**src/rtl/vga_pkg.sv**
```systemverilog
// ---------------------------------------------------------------------------
// vga_pkg
// Shared types and constants for the VGA pixel pipeline. The sprite index
// fetcher and the palette decoder both use this package.
//   color_idx_t             3-bit palette index
//   H_ACTIVE / V_ACTIVE     visible screen size in pixels
//   COORD_W                 width of the pixel coordinate buses
//   DEFAULT_BG_IDX          index used for background and blanking
//   DEFAULT_TRANSP_IDX      ROM index that is treated as see-through
// ---------------------------------------------------------------------------
package vga_pkg;

   typedef logic [2:0] color_idx_t;

   localparam int H_ACTIVE = 640;
   localparam int V_ACTIVE = 480;
   localparam int COORD_W  = 10;

   localparam color_idx_t DEFAULT_BG_IDX     = 3'd0;
   localparam color_idx_t DEFAULT_TRANSP_IDX = 3'd5;

endpackage

```
**src/rtl/vga_sync_delay.sv**
```systemverilog
// ---------------------------------------------------------------------------
// vga_sync_delay
// A shift register with a configurable depth and width. It delays side-band
// signals such as the syncs and the inside flag so that they line up with
// the pixel data path. A synchronous reset loads RESET_VAL into every stage.
//   clk    pixel clock
//   rst    synchronous, active-high reset
//   din    value entering the pipeline
//   dout   din delayed by DEPTH clock cycles
// ---------------------------------------------------------------------------
module vga_sync_delay #(
   parameter int               DEPTH     = 2,
   parameter int               WIDTH     = 1,
   parameter logic [WIDTH-1:0] RESET_VAL = '0
) (
   input  logic             clk,
   input  logic             rst,
   input  logic [WIDTH-1:0] din,
   output logic [WIDTH-1:0] dout
);

   logic [WIDTH-1:0] stages [DEPTH];

   // Stage 0 takes the new input. Each later stage takes the value from the
   // stage before it. On reset every stage is filled with the idle value.
   always_ff @(posedge clk) begin
      if (rst) begin
         for (int i = 0; i < DEPTH; i++) begin
            stages[i] <= RESET_VAL;
         end
      end else begin
         stages[0] <= din;
         for (int i = 1; i < DEPTH; i++) begin
            stages[i] <= stages[i-1];
         end
      end
   end

   assign dout = stages[DEPTH-1];

endmodule

```
**src/rtl/sprite_index_fetch.sv**
```systemverilog
// ---------------------------------------------------------------------------
// sprite_index_fetch
// Places a 160x120 image of 3-bit indices, held in an external synchronous
// ROM, on the 640x480 screen. The image is scaled up 4x and its position is
// set at runtime. The module outputs one colour index per pixel, plus syncs
// that are aligned with that index, to the palette decoder.
// Pipeline:
//   E1  latch the address
//   E2  the ROM reads
//   E3  pick the colour
//   Total latency: 3 cycles.
//   clk, rst                 pixel clock, synchronous active-high reset
//   pix_x, pix_y             current pixel from the timing generator
//   video_on, hsync_in,
//   vsync_in                 timing generator flags (syncs are active low)
//   frame_start              pulse that loads pos_x_req/pos_y_req
//   pos_x_req, pos_y_req     requested top-left corner of the window
//   rom_addr, rom_data       synchronous ROM port (data arrives 1 cycle later)
//   color_idx                colour index for the palette decoder
//   hsync_out, vsync_out,
//   video_on_out             timing flags delayed to match color_idx
// ---------------------------------------------------------------------------
module sprite_index_fetch
   import vga_pkg::*;
#(
   parameter int         IMG_W      = 160,
   parameter int         IMG_H      = 120,
   parameter int         SCALE_LOG2 = 2,
   parameter int         ADDR_W     = 15,
   parameter color_idx_t BG_IDX     = DEFAULT_BG_IDX,
   parameter color_idx_t TRANSP_IDX = DEFAULT_TRANSP_IDX
) (
   input  logic               clk,
   input  logic               rst,
   input  logic [COORD_W-1:0] pix_x,
   input  logic [COORD_W-1:0] pix_y,
   input  logic               video_on,
   input  logic               hsync_in,
   input  logic               vsync_in,
   input  logic               frame_start,
   input  logic [COORD_W-1:0] pos_x_req,
   input  logic [COORD_W-1:0] pos_y_req,
   output logic [ADDR_W-1:0]  rom_addr,
   input  logic [2:0]         rom_data,
   output color_idx_t         color_idx,
   output logic               hsync_out,
   output logic               vsync_out,
   output logic               video_on_out
);

   // Size of the window on screen, after upscaling.
   localparam logic [COORD_W:0] WIN_W = (COORD_W+1)'(IMG_W << SCALE_LOG2);
   localparam logic [COORD_W:0] WIN_H = (COORD_W+1)'(IMG_H << SCALE_LOG2);

   logic [COORD_W-1:0] pos_x;
   logic [COORD_W-1:0] pos_y;
   logic [COORD_W:0]   rx;
   logic [COORD_W:0]   ry;
   logic [ADDR_W-1:0]  src_x;
   logic [ADDR_W-1:0]  src_y;
   logic [ADDR_W-1:0]  addr_next;
   logic               inside_s1;
   logic               inside_s2;
   logic [2:0]         sync_s2;

   // Offsets are one bit wider than the coordinates, so the top bit works as
   // a sign bit. Pixels above or to the left of the window are then negative
   // and count as outside, so the window never wraps around.
   always_comb begin
      rx        = {1'b0, pix_x} - {1'b0, pos_x};
      ry        = {1'b0, pix_y} - {1'b0, pos_y};
      inside_s1 = !rx[COORD_W] && (rx < WIN_W) && !ry[COORD_W] && (ry < WIN_H);
      src_x     = ADDR_W'(rx >> SCALE_LOG2);
      src_y     = ADDR_W'(ry >> SCALE_LOG2);
      addr_next = '0;
      if (inside_s1) begin
         addr_next = ADDR_W'(src_y * ADDR_W'(IMG_W)) + src_x;
      end
   end

   // Stage 1.
   // The window position changes only on frame_start, so a position update
   // cannot tear the image in the middle of a frame. The ROM address is
   // registered here so the ROM sees a stable value at the next edge.
   always_ff @(posedge clk) begin
      if (rst) begin
         pos_x    <= '0;
         pos_y    <= '0;
         rom_addr <= '0;
      end else begin
         if (frame_start) begin
            pos_x <= pos_x_req;
            pos_y <= pos_y_req;
         end
         rom_addr <= addr_next;
      end
   end

   // The inside flag and the timing flags go through two delay stages. This
   // puts them level with rom_data when the colour is picked at stage 3.
   vga_sync_delay #(
      .DEPTH     (2),
      .WIDTH     (1),
      .RESET_VAL (1'b0)
   ) u_inside_delay (
      .clk  (clk),
      .rst  (rst),
      .din  (inside_s1),
      .dout (inside_s2)
   );

   vga_sync_delay #(
      .DEPTH     (2),
      .WIDTH     (3),
      .RESET_VAL (3'b110)
   ) u_sync_delay (
      .clk  (clk),
      .rst  (rst),
      .din  ({hsync_in, vsync_in, video_on}),
      .dout (sync_s2)
   );

   // Stage 3.
   // Blanking always outputs black. Pixels outside the window, and the
   // transparent index, show the background. Every other pixel passes the
   // ROM value through.
   always_ff @(posedge clk) begin
      if (rst) begin
         color_idx    <= '0;
         hsync_out    <= 1'b1;
         vsync_out    <= 1'b1;
         video_on_out <= 1'b0;
      end else begin
         {hsync_out, vsync_out, video_on_out} <= sync_s2;
         if (!sync_s2[0]) begin
            color_idx <= '0;
         end else if (!inside_s2) begin
            color_idx <= BG_IDX;
         end else if (rom_data == TRANSP_IDX) begin
            color_idx <= BG_IDX;
         end else begin
            color_idx <= rom_data;
         end
      end
   end

endmodule

```
**config.mk**
```make
export PLATFORM = sky130hd
export DESIGN_NAME = sprite_index_fetch
export DESIGN_NICKNAME = d
export VERILOG_FILES = /design/src/rtl/vga_pkg.sv /design/src/rtl/vga_sync_delay.sv /design/src/rtl/sprite_index_fetch.sv
export SDC_FILE = /design/constraint.sdc
export NUM_CORES = 1
export LEC_CHECK = 0
export CELL_PAD_IN_SITES_DETAIL_PLACEMENT = 1
export CELL_PAD_IN_SITES_GLOBAL_PLACEMENT = 2
export CORE_ASPECT_RATIO = 0.9
export CORE_MARGIN = 8
export CORE_UTILIZATION = 33
export CTS_BUF_LIST = sky130_fd_sc_hd__clkbuf_8
export DETAILED_ROUTE_END_ITERATION = 16
export HOLD_SLACK_MARGIN = 0.15
export PLACE_DENSITY_LB_ADDON = 0.3
export SLEW_MARGIN = 20
export SYNTH_ARGS = -nofsm -noshare
export SYNTH_HDL_FRONTEND = slang
export SYNTH_HIERARCHICAL = 1
export SYNTH_SLANG_ARGS = --single-unit
```
**constraint.sdc**
```tcl
create_clock -name clk -period 7.3 [get_ports clk]
set_input_delay 1.46 -clock clk [delete_from_list [all_inputs] [get_ports clk]]
set_output_delay 1.46 -clock clk [all_outputs]
set_load 0.01 [all_outputs]
```
# --- Word-level counts from Yosys, hierarchy flattened ---
# Memories as Yosys holds them, arrays and structs flattened.
# Index checks and enable logic that the tools add are counted.
word_totals:
  ff_bits: 41
  latchBits: 0
  ram_bits: 8
  romBits: 0
  input_bits: 49
  out_inout_bits: 21
  elab_cells: 37
  mem_count: 2
memory_table:
  columns: ["memory", "depth", "width", "rd", "rd_ports_with_merged_regs", "wr", "line_no", "source"]
  rows:
  - ["u_sync_delay.stages", 2, 3, 2, 0, 2, "vga_sync_delay.sv:22", "logic [WIDTH-1:0] stages [DEPTH];"]
  - ["u_inside_delay.stages", 2, 1, 2, 0, 2, "vga_sync_delay.sv:22", null]
classes:
  addsub: 3
  n_mul: 1
  div: 0
  magnitude_cmp: 2
  eq_ne: 1
  n_shift: 0
  n_mux: 7
  bitwise: 7
  reduce_logical: 7
ops:
  columns: ["operator", "n"]
  rows:
  - ["$sub A10 B10 Y11", 2]
  - ["$add A15 B9 Y15", 1]
  - ["$lt A11 B10 Y1 const B", 1]
  - ["$lt A11 B9 Y1 const B", 1]
  - ["$mul A9 B3 Y10 const B", 1]
  - ["$mux W3", 2]
  - ["$mux W1", 5]
  - ["$or A1 B1 Y1", 4]
  - ["$reduce_or A4 Y1", 1]
  - ["$eq A3 B3 Y1 const B", 1]
  - ["$logic_and A1 B1 Y1", 3]
  - ["$not A1 Y1", 3]
  - ["$logic_not A1 Y1", 2]
  - ["$reduce_or A2 Y1", 1]

# --- Depth between registers and ports, before layout ---
logic_depth:
  depth_word: 7
  mapped_depth: 17
  ltp_nobuf: 17

# --- By module ---
# Netlist, hierarchy kept.
by_module_without_submodules:
  columns: ["mod", "n_inst", "cells_per_inst", "area_per_inst_um2", "seq_area_each_um2"]
  rows:
  - ["sprite_index_fetch", 1, 298, 2625.0, 820.8]
  - ["vga_sync_delay (u_sync_delay)", 1, 15, 180.2, 120.1]
  - ["vga_sync_delay (u_inside_delay)", 1, 4, 52.6, 40.0]

# --- Worst setup path before layout ---
# OpenSTA, ideal clock, no wires.
synth_timing:
  path_kind: "input to register"
  startpoint: "input pix_y[2]"
  endpoint: "register rom_addr[14]"
  setup_time_ns: 0.115
  arrival_time_ns: 4.345
  required_time_ns: 7.185
  slack_ns: 2.840
  stages: 15
  path_cell_list: "ha_1 a21o_1 a31oi_2 o21ai_2 a21oi_1 ha_1 ha_1 fa_1 a21oi_1 o21ai_0 a21o_1 a21oi_1 xor2_1 xnor2_1 nor2_1"
synth_via:
  elab_chain_cells: 6
  elab_cells_between_ends: 9
  cone_classes: "2 x add/sub; 1 x mul; 1 x order compare; 1 x bitwise; 4 x reduce/logical"
synth_lines:
  columns: ["item", "line_no", "source"]
  rows:
  - ["start, declared", "sprite_index_fetch.sv:36", "input logic [COORD_W-1:0] pix_y,"]
  - ["$sub A10 B10 Y11 (*)", "sprite_index_fetch.sv:71", "ry = {1'b0, pix_y} - {1'b0, pos_y};"]
  - ["branches (longest 5 deep; another with $add A15 B9 Y15)", null, null]
  - ["end signal, assigned", "sprite_index_fetch.sv:95", "rom_addr <= addr_next;"]
  - ["end, declared", "sprite_index_fetch.sv:43", "output logic [ADDR_W-1:0] rom_addr,"]
# Every way passes the cells marked *.
# A chain may end at the register's enable or synchronous reset.

# --- Worst setup path in the final report ---
# Ends and elaborated chain as after synthesis.

==> impl_metrics.ini <==
[run_status]
result_of_the_run = complete, no violations

[finish]
multi_input_area_um2 = 1700
insertedDiodeCount = 0
flow.area_growth_from_synthesis_pct = 31.3
finalInstanceArea_um2 = 3750
final_core_utilization = 0.442
final_cells = 505
register_area_um2 = 981
fillCellCount = 1027
fin_nets = 468
drive_above_1_share = 0.0492

[placement]
placement.cell_area_um2 = 3650
gp_routability_congestion = 0.746
dpl.cell_count = 497
dp.final_hpwl_mm = 5.51
port_buffers = 69

[grt]
groute.layer.met2.usage = 0.192
grt_start_max_net_pins = 32
number_of_global_route_vias_before_repair = 2440
groute.layer.met3.usage = 0.0348
use_met1 = 0.137
wire_length_of_the_first_global_routing_pass_mm = 11.1
overflow = 0
grt_max_usage_layer = met2
number_of_antenna_violations_at_the_first_check_in_global_routing = 0
grt.total_usage = 0.113

[setup_path]
reg2reg_depth = 16
timing.critical_path.required_ps = 7470
worst_r2r_endpoint = rom_addr[14]
timing.critical_path.arrival_ps = 5090
register_to_register_setup_slack_ps = 3610
startpoint_of_the_worst_setup_timing_path = pix_y[2]
start_kind = input pin
timing.critical_path.fanout_max = 5
worst-setup-path-type = input pin to flip-flop
worst_r2r_startpoint = pos_y[2]
critPathCaptureType = flip-flop

[worst_hold_path]
timing.hold.worst.class = flip-flop to flip-flop
holdCritStartpoint = u_sync_delay/stages[0][5]
min_path_cells = 1
holdPathEnd = hsync_out

[yosys]
synth.ff_latch_count = 49
synth_sequential_area_ratio = 0.343
yosys_warnings = 6
post_synth_inst_count = 317
synth-main-ff-cell = dfxtp_1
synth.avg_cell_area_um2 = 9.01
synthesis.area_um2 = 2860
synth.lib_cells_used.distinct = 42
synth-edff-count = 0
largest_area_contributor_in_the_synthesized_netlist = dfxtp_1
ys_async_rst_share = 0
synth_fp_nets = 400
synth_largest_type_area_fraction = 0.343
synth.top_cells.by_area = dfxtp_1 (34%), ha_1 (14%), mux2i_1 (7.4%), nor2_1 (5.5%), xnor2_1 (5.2%)

[clocking]
cts_root_buf = clkbuf_8
cts-root-to-sink-buffers = 2
worst_skew_pair_later_pin_latency_ps = 300
clk_pin_slew_worst_paths_ps = 110
cts_tree = yes
hold_buffers = 0
clock_sinks = 49
cts_repair_resize_count = 0
cts_setup_buffers = 0
h-tree-depth = 2
tritoncts.num_buffers = 5

[pwr]
switching_share = 0.364
power.internal_uw = 549
share_comb_of_total_power = 0.462
pwr-share-seq = 0.337
clockPowerShare = 0.200
worst_ir_drop_vdd_mv = 0.0892
powerDensity_nw_per_um2 = 230
switching_power_uw = 315
leakagePower_nw = 1.58

[floorplan]
fp.dieH_um = 104
rows = 32
die_w_um = 114
floorplan.initialDensity = 0.337
fp.coreArea_um2 = 8490
io_pins = 70
die_area_um2 = 11900

[sta]
total_of_endpoints_with_negative_setup_slack_in_the_final_report = 0
layout_min_cycle_time_ps = 4910
timing.max_slew.rel_slack = 0.603
rsz_0062_raised_after_global_routing = false
worst_pin_slew_ps = 596
fin_crit_sh = 0.673
setup-tns-final_ps = 0
fmax_mhz = 204
clock-skew-final_ps = 10.0
finalMaxSlewViolations = 0
final_hold_viol_count = 0

[drt]
remaining_antenna_violation_count = 0
avgViaCountPerCell = 4.51
detail_route.wl_per_cell_um = 13.1
detailroute.via_count = 2280
remaining_drc_errors = 0
drt_first_pass_iters = 3
wl_mm = 6.63
drt_first_iter_violations = 36

[flow_run]
timing.max_cap.violations = 0
==> critical path, cell delays in order <==
cell and delay [ps]:
clkdlybuf4s50_1 420, ha_1 350, a21o_1 180, a31oi_2 270, o21ai_2 150, a21oi_1 300, ha_1 300, ha_1 230
fa_1 400, a21oi_1 140, o21ai_0 140, a21o_1 200, a21oi_1 160, xor2_1 200, xnor2_1 140, nor2_1 50
==> power by group through the flow <==
| stage | clock network [mW] | logic, mW | registers, mW |
|---|---|---|---|
| floorplan | 0 | 0.293 | 0.302 |
| global placement | 0 | 0.396 | 0.297 |
| detailed placement | 0 | 0.403 | 0.298 |
| CTS | 0.185 | 0.406 | 0.292 |
| global route | 0.192 | 0.455 | 0.293 |
| finish | 0.173 | 0.399 | 0.291 |
==> cell usage after synthesis, types with 4 or more instances <==
| cell | n |
|---|---|
| xnor2_1 | 17 |
| a21o_1 | 8 |
| nor2_1 | 42 |
| ha_1 | 32 |
| mux2i_1 | 21 |
| or2_1 | 4 |
| nor3_1 | 6 |
| nand2_1 | 9 |
| a21oi_1 | 20 |
| xor2_1 | 10 |
| nor2b_1 | 12 |
| clkbuf_1 | 5 |
| inv_1 | 31 |
| o21ai_0 | 9 |
| dfxtp_1 | 49 |
==> placed cells by master, fill, tap and decap left out, drive strengths merged, types with 2 or more instances in the layout <==
master	count
a211oi	4
a21o	8
a21oi	20
a31oi	3
and2	3
and3	2
buf	2
clkbuf	5
clkdlybuf4s50	69
dfxtp	49
fa	2
ha	32
inv	33
mux2i	21
nand2	9
nand2b	2
nand3	2
nor2	42
nor2b	12
nor3	7
nor3b	2
o21a	3
o21ai	10
or2	6
xnor2	17
xor2	10
==> flip-flops by register name (all words and copies together), names as in the netlist <==
name	count
u_inside_delay/stages	2
video_on_out	1
pos_y	10
color_idx	3
u_sync_delay/stages	6
rom_addr	15
vsync_out	1
pos_x	10
hsync_out	1
==> worst max-delay path by stage <==
stage	cells past startpoint	end	slack (ps)
final	16	rom_addr[14]	2390
after global routing	16	rom_addr[14]	2070
after CTS	16	rom_addr[14]	2350
after detailed placement	16	rom_addr[14]	2020
after global placement	16	rom_addr[14]	2140
after floorplan	15	rom_addr[14]	2840
==> routing by layer <==
layer / up-vias / wire length [um]
met4: 0 / 36
met1: 1049 / 3180
met3: 2 / 359
li1: 1189 / -
met2: 40 / 3060
met5: - / 0
==> layout make-up <==
cell class,count,share of cell area
timing repair buffer,71,0.188
sequential,49,0.261
multi-input combinational,227,0.454
inverter,31,0.0310
clock inverter,3,0.00767
clock buffer,5,0.0183
tap,119,0.0397
==> through the flow <==
stage          hold WS [ps]  setup slack, ps  power [mW]
6_report                424             2390       0.863
5_1_grt                 442             2070       0.941
4_1_cts                 431             2350       0.883
3_5_place_dp            398             2020       0.701
3_3_place_gp            386             2140       0.693
2_1_floorplan           383             2840       0.595
==> logic make-up (layout without fill, tap and decap cells) <==
kind of cell	Yosys count	count (layout)	synth area share
AO/OA/AOI/OAI	51	51	0.119
XOR/XNOR	27	27	0.0827
AND/OR/NAND/NOR	93	93	0.163
adder cells (fa/ha/maj)	34	34	0.154
flip-flops	49	49	0.343
multiplexers	22	22	0.0775
buffers and inverters	41	110	0.0609
Power figures use the tool's default switching activity.
